`src/rtl/ifetch_ctrl.sv`:
```
// Instruction-fetch controller: owns the PC, sequences the ROM and registers each word into a
// one-entry valid/ready output stage; redirects flush the stage, the zero word or leaving ROM halts.
module ifetch_ctrl #(
    parameter int N     = 32,
    parameter int PC_W  = 64,
    parameter int CNT_W = 16
) (
    input  logic             clk,
    input  logic             reset,
    output logic [5:0]       imem_addr,
    input  logic [N-1:0]     imem_q,
    input  logic             redirect_valid,
    input  logic [PC_W-1:0]  redirect_pc,
    output logic             inst_valid,
    input  logic             inst_ready,
    output logic [N-1:0]     inst,
    output logic [PC_W-1:0]  inst_pc,
    output logic             halted,
    output logic [CNT_W-1:0] fetch_count
);

    typedef enum logic {RUN = 1'b0, HALT = 1'b1} state_e;

    state_e            state_q, state_d;
    logic [PC_W-1:0]   pc_q, pc_d;
    logic [N-1:0]      inst_q, inst_d;
    logic [PC_W-1:0]   inst_pc_q, inst_pc_d;
    logic              inst_valid_q, inst_valid_d;
    logic [CNT_W-1:0]  fetch_count_q, fetch_count_d;

    logic in_range;
    logic fetch_ok;
    logic load;
    logic handshake;

    assign in_range  = (pc_q[PC_W-1:8] == '0);
    assign fetch_ok  = in_range && (imem_q != '0);
    assign handshake = inst_valid_q && inst_ready;
    assign load      = (state_q == RUN) && (!inst_valid_q || inst_ready) && !redirect_valid;

    // FSM: state register
    always_ff @(posedge clk) begin
        if (reset) begin
            state_q <= RUN;
        end else begin
            state_q <= state_d;
        end
    end

    // FSM: next state
    always_comb begin
        state_d = state_q;
        if (redirect_valid) begin
            state_d = RUN;
        end else if (load && !fetch_ok) begin
            state_d = HALT;
        end
    end

    // FSM: outputs
    always_comb begin
        halted = (state_q == HALT);
    end

    // Redirect outranks load; a handshake alone only empties the stage.
    always_comb begin
        pc_d          = pc_q;
        inst_d        = inst_q;
        inst_pc_d     = inst_pc_q;
        inst_valid_d  = inst_valid_q;
        fetch_count_d = fetch_count_q;

        if (redirect_valid) begin
            inst_valid_d = 1'b0;
            pc_d         = redirect_pc & ~PC_W'(3);
        end else if (load) begin
            if (fetch_ok) begin
                inst_d       = imem_q;
                inst_pc_d    = pc_q;
                inst_valid_d = 1'b1;
                pc_d         = pc_q + PC_W'(4);
            end else begin
                inst_valid_d = 1'b0;
            end
        end else if (handshake) begin
            inst_valid_d = 1'b0;
        end

        if (handshake && (fetch_count_q != '1)) begin
            fetch_count_d = fetch_count_q + CNT_W'(1);
        end
    end

    always_ff @(posedge clk) begin
        if (reset) begin
            pc_q          <= '0;
            inst_q        <= '0;
            inst_pc_q     <= '0;
            inst_valid_q  <= 1'b0;
            fetch_count_q <= '0;
        end else begin
            pc_q          <= pc_d;
            inst_q        <= inst_d;
            inst_pc_q     <= inst_pc_d;
            inst_valid_q  <= inst_valid_d;
            fetch_count_q <= fetch_count_d;
        end
    end

    assign imem_addr   = pc_q[7:2];
    assign inst_valid  = inst_valid_q;
    assign inst        = inst_q;
    assign inst_pc     = inst_pc_q;
    assign fetch_count = fetch_count_q;

endmodule
```
`config.mk`:
```
export PLATFORM = sky130hd
export DESIGN_NAME = ifetch_ctrl
export DESIGN_NICKNAME = d
export VERILOG_FILES = /design/src/rtl/ifetch_ctrl.sv
export SDC_FILE = /design/constraint.sdc
export NUM_CORES = 1
export LEC_CHECK = 0
export ABC_AREA = 1
export CORE_MARGIN = 1
export CORE_UTILIZATION = 35
export CTS_BUF_LIST = sky130_fd_sc_hd__clkbuf_16
export CTS_CLUSTER_DIAMETER = 60
export DETAILED_ROUTE_END_ITERATION = 12
export DONT_BUFFER_PORTS = 1
export GPL_TIMING_DRIVEN = 1
export PLACE_DENSITY = 0.52
export SLEW_MARGIN = 20
export SYNTH_ARGS = -nofsm -noshare
export SYNTH_HDL_FRONTEND = slang
export SYNTH_SLANG_ARGS = --single-unit
```
`constraint.sdc`:
```
create_clock -name clk -period 1.4 [get_ports clk]
set_input_delay 0.14 -clock clk [delete_from_list [all_inputs] [get_ports clk]]
set_output_delay 0.14 -clock clk [all_outputs]
set_load 0.05 [all_outputs]
```
==> impl_metrics.csv, run 1 <==
group,metric,value,unit
clock_network,root_buffer,"clkbuf_16",
synthesis,synth_area,0.006703,sq mm
routing,drt_iter0_markers,241,
placed_design,placed_cells_incl_taps,1192,
synthesis,asyncSetResetFlopFracSynth,0,%
clock_network,cts_sinks,174,
floorplanning,floorplan.core_area,0.01877,sq mm
timing,final_min_period_over_clock_period,120.0,%
global_route,grt_pass1_wl,30550,microns
clock_network,clk_pin_slew_worst_paths,70,ps
clock_network,cts_htree_levels,4,
timing,final_hold_fails,61,
synthesis,synth_cells,889,
synthesis,synthDominantCellAreaShare,51.97,%
timing,timing.fmax,595.2,MHz
placed_design,detailedPlacementHpwl,11880,microns
cells_and_area,fin_cells,1307,
timing,timing.final.setup_violations,148,
timing,final_period_minus_worst_setup_slack,1680,ps
run_status,status,"finished with violations",
global_route,grt_start_max_net_pins,87,
setup_path,timing.critical_path.to_type,"flip-flop",
global_route,groute.layer.met1.usage,24.77,%
power_and_ir_drop,ir_drop,773.3,uV
setup_path,critPathRequiredTime,1710,ps
timing,worst_slew_margin_rel,63.26,%
global_route,global_route.usage.met3,5.778,%
synthesis,ys_top_cells_by_area,"dfxtp_1 52%, nor2_1 9.2%, nand2_1 9.2%, nand3_1 6.8%, a21oi_1 5.5%",
synthesis,synthDominantAreaCellType,"dfxtp_1",
global_route,grt_antenna_before_repair,0,
routing,detailroute.via_count,6224,
floorplanning,effective_utilization_at_floorplan,35.71,%
routing,avgViaCountPerCell,4.762,
min_path,holdCritPathClass,"input pin to flip-flop",
setup_path,cp_data_arrival_time,1990,ps
clock_network,clock_latency,420,ps
synthesis,ys_seq_area_share,51.97,%
setup_path,cp-start-kind,"flip-flop",
timing,fin_worst_hold_slack,-216.5,ps
timing,fin_worst_skew,8.903,ps
routing,ant_nets,0,
job,drv.max_cap_violation_count,0,
global_route,grt_util_all_layers,19.33,%
cells_and_area,postLayoutCoreUtil,52.79,%
synthesis,yosys_warnings,0,
routing,drt-wirelength-per-cell,14.74,microns
floorplanning,std_cell_rows,50,
timing,setup_repair_after_global_routing_missed_its_margin,"true",
setup_path,worst-r2r-cell-count,10,
floorplanning,dieWidth,140.4,microns
placed_design,port_buffers,0,
synthesis,syn_avg_cell_area,7.540,sq um
cells_and_area,syn2layout_area_growth,47.81,%
floorplanning,boundaryPins,220,
synthesis,distinct_cells_synth,31,
routing,finalWirelength,19260,microns
min_path,hold_path_depth,1,
timing,worst_pin_slew,550.4,ps
synthesis,synth_enable_flop_cells,0,
placed_design,global_placement_routability_congestion,0.8384,
global_route,globalRouteOverflowTotal,0,
run_status,violations,"hold timing, setup timing",
power_and_ir_drop,power-per-cell-area,1074,mW/mm^2
timing,maxSlewViolCount,0,
routing,drtPass1Iterations,4,
global_route,gr-usage-met2,31.08,%
floorplanning,die-area,0.01971,sq mm
cells_and_area,layout_cell_share_with_drive_strength_beyond_1,30.94,%
global_route,busiest_layer,"met2",
clock_network,tritoncts_clock_tree,"done",
setup_path,worstPathMaxFanout,7,
routing,drt_drc_violations_left,0,
synthesis,synth-seq-cells,174,
clock_network,hold_buffers,61,
floorplanning,die_h,140.4,microns
cells_and_area,layout.filler_cells,1804,
timing,postLayoutSetupSlackWorst,-280.0,ps
cells_and_area,antennaDiodeCount,0,
synthesis,netlist_top_cells_count,"174 x dfxtp_1, 165 x nor2_1, 164 x nand2_1",
setup_path,setup.worst_path.class,"flip-flop to flip-flop",
cells_and_area,nNetsFinal,1163,
clock_network,cts_buffer_depth,2,
clock_network,numCtsBuffers,17,
global_route,grt_pass1_vias,5991,
synthesis,synth_most_common_cell,"dfxtp_1",
power_and_ir_drop,leakage,4.410,nW
synthesis,yosys_most_used_dff,"dfxtp_1",
power_and_ir_drop,fin_total_pwr,10.64,mW
## where the power goes
part	internal (mW)	total, mW	switching [mW]
sequential	5.04	5.10	0.0578
clock	2.81	4.83	2.02
combinational	0.317	0.708	0.391
## state kept, by name (all words and copies together) (netlist names)
register	flops
inst_pc	62
pc_q	62
inst	32
inst_valid	1
fetch_count	16
halted	1
## path summary, 6_finish.rpt
| kind | startpoint | slack (ps) | endpoint |
|---|---|---|---|
| worst max-delay path | pc_q[17] | -280 | inst[19] |
| worst max register to register | pc_q[17] | -280 | inst[19] |
| worst min register to register | inst_pc[53] | 440 | inst_pc[53] |
| worst min-delay path | reset | -220 | pc_q[37] |
## per-stage QoR
stage	hold WS, ps	setup TNS [ps]	setup slack, ps	instance area [sq um]
final	-216.5	-31430	-280.0	9907
after global routing	-247.1	-45220	-373.6	9907
after CTS	-230.3	-26050	-230.8	9415
after detailed placement	217.0	-33820	-372.4	7921
after global placement	214.8	-31420	-378.6	7921
after floorplan	274.9	-3300	-201.4	6972
## layer usage
layer,vias up,routed length (microns)
met1,2863,8809
met4,0,338
met2,154,9085
met3,22,1030
met5,-,0
li1,3185,-
## worst max-delay path, cell delays in order, from the launching register on
cell       delay, ps
dfxtp_2          320
nor2_1            90
nand2_1           60
nor2_2           150
nand2_2          100
nor2_4           140
nand4_4          180
buf_8            210
clkbuf_16        170
nor2_2            90
nor2_1            50
## cell usage in the layout (no fill, tap or decap), types with 30 or more instances in the layout
cell type | synthesis | final
a21oi_1 | 74 | 67
buf_4 | 9 | 119
dfxtp_1 | 174 | 150
dlygate4sd3_1 | 0 | 60
inv_1 | 65 | 64
nand2_1 | 164 | 150
nand3_1 | 91 | 60
nand3_2 | 1 | 30
nor2_1 | 165 | 114
nor2_2 | 5 | 44
o21ai_1 | 27 | 31
## kinds of logic (layout without fill, tap and decap cells)
family | Yosys count | after routing | share of synthesized area (%)
XOR/XNOR | 9 | 9 | 1.176
adder cells (fa/ha/maj) | 2 | 2 | 0.3733
flip-flops | 174 | 174 | 51.97
AO/OA/AOI/OAI | 129 | 129 | 9.800
other | 1 | 2 | 0.05595
buffers and inverters | 127 | 310 | 8.587
AND/OR/NAND/NOR | 447 | 447 | 28.04
## final cells by class
class	count	area [sq um]	share of cell area, %
clock buffers	17	425.4	4.294
clock inverters	14	166.4	1.680
inverters	67	257.7	2.602
multi-input cells	589	3143	31.73
flip-flops and latches	174	3528	35.62
well taps	234	292.8	2.955
repair buffers	212	2093	21.13
## timing repair
action                                  in CTS  in global routing
pin swaps                                    7                 30
cloned                                       4                  7
endpoints found under the setup margin     148                148
resized for setup                           41                 88
hold endpoints to repair                   121                 61
buffers inserted                             6                  6
(Power assumes the default switching activity.)
==> run 2: changes to the inputs <==
Settings changed: CORE_MARGIN 1 to 2, PLACE_DENSITY 0.52 to 0.5.
Clock period 1.4 ns to 1.9 ns, I/O delays scaled along.
==> run 2 against run 1 <==
  * The run now ends clean
  * Die area rose by 2.9%
  * First-iteration DRC count fell by 5.8%
  * Global-route usage fell by 2.0 points
  * Register-to-register slack improved by 460 ps
  * Flip-flop and latch count did not move
  * Fmax fell by 2.6%
  * Utilization fell by 6.8 points
  * Sequential share of layout area rose by 4.8 points
==> impl_metrics.csv, run 2 (same netlist as run 1, synthesis figures left out) <==
group,metric,value,unit
timing,timing.final.setup_violations,0,
global_route,grt_pass1_wl,27960,microns
timing,worst_slew_margin_rel,62.50,%
clock_network,cts_htree_levels,4,
cells_and_area,layout.cells.most_common_list,"172 x dfxtp_1, 165 x nor2_1, 164 x nand2_1",
routing,drt-wirelength-per-cell,14.75,microns
timing,final_period_minus_worst_setup_slack,1725,ps
floorplanning,die-area,0.02027,sq mm
timing,final_hold_fails,0,
floorplanning,boundaryPins,220,
setup_path,setup.worst_path.class,"flip-flop to flip-flop",
setup_path,critPathRequiredTime,2210,ps
global_route,grt_start_max_net_pins,86,
setup_path,cp_data_arrival_time,2040,ps
routing,avgViaCountPerCell,4.730,
job,drv.max_cap_violation_count,0,
routing,wl_met1,8017,microns
setup_path,worst_path_most_repeated_cell,"nor2_1",
cells_and_area,syn2layout_area_growth,28.73,%
timing,fin_worst_skew,9.706,ps
routing,detailroute.wirelength.met2,8610,microns
power_and_ir_drop,intPower,6.192,mW
timing,timing.fmax,579.8,MHz
clock_network,clock_latency,420,ps
setup_path,timing.critical_path.to_type,"flip-flop",
setup_path,crit_path_top_delay_cell,"dfxtp_1",
routing,highest_layer,"met4",
global_route,grt_pass1_vias,5520,
clock_network,cts_sinks,174,
cells_and_area,layout.cells.most_common,"dfxtp_1",
floorplanning,die_h,142.4,microns
routing,detailroute.via_count,5804,
timing,fin_setup_tns,0,ps
routing,finalWirelength,18100,microns
run_status,status,"finished clean",
placed_design,port_buffers,0,
power_and_ir_drop,relative_contribution_of_combinational_cells_to_total_power,6.7,%
clock_network,clk_pin_slew_worst_paths,70,ps
setup_path,cp-start-kind,"flip-flop",
setup_path,crit_path_max_incr_delay,310,ps
power_and_ir_drop,seq_power_share,46.7,%
clock_network,tritoncts_clock_tree,"done",
cells_and_area,layout_cell_share_with_drive_strength_beyond_1,8.862,%
power_and_ir_drop,power_frac_clock,46.6,%
placed_design,global_placement_routability_congestion,0.7432,
global_route,globalRouteOverflowTotal,0,
routing,drt_drc_violations_left,0,
floorplanning,effective_utilization_at_floorplan,35.71,%
clock_network,cts_buffer_depth,2,
floorplanning,std_cell_rows,50,
timing,final_min_period_over_clock_period,90.78,%
timing,maxSlewViolCount,0,
routing,drt_iter0_markers,227,
routing,drtPass1Iterations,5,
cells_and_area,postLayoutCellArea,0.008628,sq mm
floorplanning,dieWidth,142.4,microns
setup_path,timing.critical_path.cells,"nor2_1, nand2_1, nor2_1, nand2_1, nor2_2, nand4_4, buf_12, nor2_1, nor2_1",
global_route,grt_util_all_layers,17.34,%
global_route,grt_antenna_before_repair,0,
placed_design,detailedPlacementHpwl,11460,microns
clock_network,post-cts-setup-buffers,0,
clock_network,root_buffer,"clkbuf_16",
cells_and_area,nNetsFinal,1082,
power_and_ir_drop,power-per-cell-area,932.3,mW/mm^2
placed_design,placement.cell_area,0.007036,sq mm
cells_and_area,antennaDiodeCount,0,
routing,met3WireLength,1272,microns
power_and_ir_drop,switching_share,23.02,%
timing,worst_pin_slew,561.7,ps
timing,setup_repair_after_global_routing_missed_its_margin,"false",
setup_path,worstPathMaxFanout,63,
clock_network,numCtsBuffers,17,
power_and_ir_drop,power_switching,1.852,mW
min_path,holdCritPathClass,"input pin to flip-flop",
routing,ant_nets,0,
power_and_ir_drop,leakage,3.783,nW
power_and_ir_drop,ir_drop,622.0,uV
floorplanning,floorplan.core_area,0.01877,sq mm
-- run 2: changes by cell type in the layout (fill, tap and decap cells not counted), sizes merged --
cell,previous run,this run
clkinvlp,2,4
buf,147,41
clkbuf,22,17
clkinv,5,2
inv,71,72
dlygate4sd3,60,90
bufinv,3,4
-- run 2: worst paths after layout --
kind | start | end | slack (ps) | cells after the start
min | redirect_valid | pc_q[4] | 40 | 3
max reg2reg | pc_q[33] | inst[5] | 180 | 9
max | pc_q[33] | inst[5] | 180 | 9
min reg2reg | pc_q[30] | pc_q[30] | 460 | 2
-- run 2: area by class of cell --
cell class / instances / area [sq um]
Multi-Input combinational cell: 589 / 2648
Tap cell: 234 / 292.8
Clock buffer: 17 / 425.4
Inverter: 67 / 256.5
Sequential cell: 174 / 3486
Timing Repair Buffer: 131 / 1311
Fill cell: 1858 / 10140
Clock inverter: 15 / 209.0
-- run 2: through the flow --
step                      power [mW]  hold WS (ps)  std cells  utilization (%)  worst slack [ps]
final                          8.045         35.03       1227            45.97             175.3
after global placement         4.168         265.6       1103            37.49             158.0
after global routing           8.374         16.82       1227            45.97             21.81
after floorplan                4.138         324.9        890                -             51.35
after detailed placement       4.171         268.6       1103            37.49             161.6
after CTS                      8.164         11.41       1227            45.96             147.7
-- run 2: power groups by stage --
stage	clock, mW	combinational (mW)	sequential (mW)
floorplan	0	0.299	3.84
global placement	0	0.328	3.84
detailed placement	0	0.330	3.84
CTS	3.86	0.543	3.76
global route	4.01	0.599	3.77
finish	3.75	0.540	3.76
-- run 2: repair_timing --
action | CTS | global route
hold buffers | 92 | 0
endpoints found under the setup margin | 0 | 1
gates resized for setup | 0 | 1
hold endpoints to repair | 121 | 0
-- run 2: worst max-delay path: cells and delay by family (launching register included) --
family	cells	cell delay (ps)
DFF	1	310
and+or+nand+nor	8	1040
buffers and inverters	1	250
-- run 2: metal layers --
| metal | vias to the layer above | track usage [%] |
|---|---|---|
| met4 | 0 | 5.628 |
| met3 | 17 | 5.249 |
| met1 | 2620 | 21.13 |
| met5 | - | 0 |
| met2 | 157 | 29.37 |
| li1 | 3010 | - |
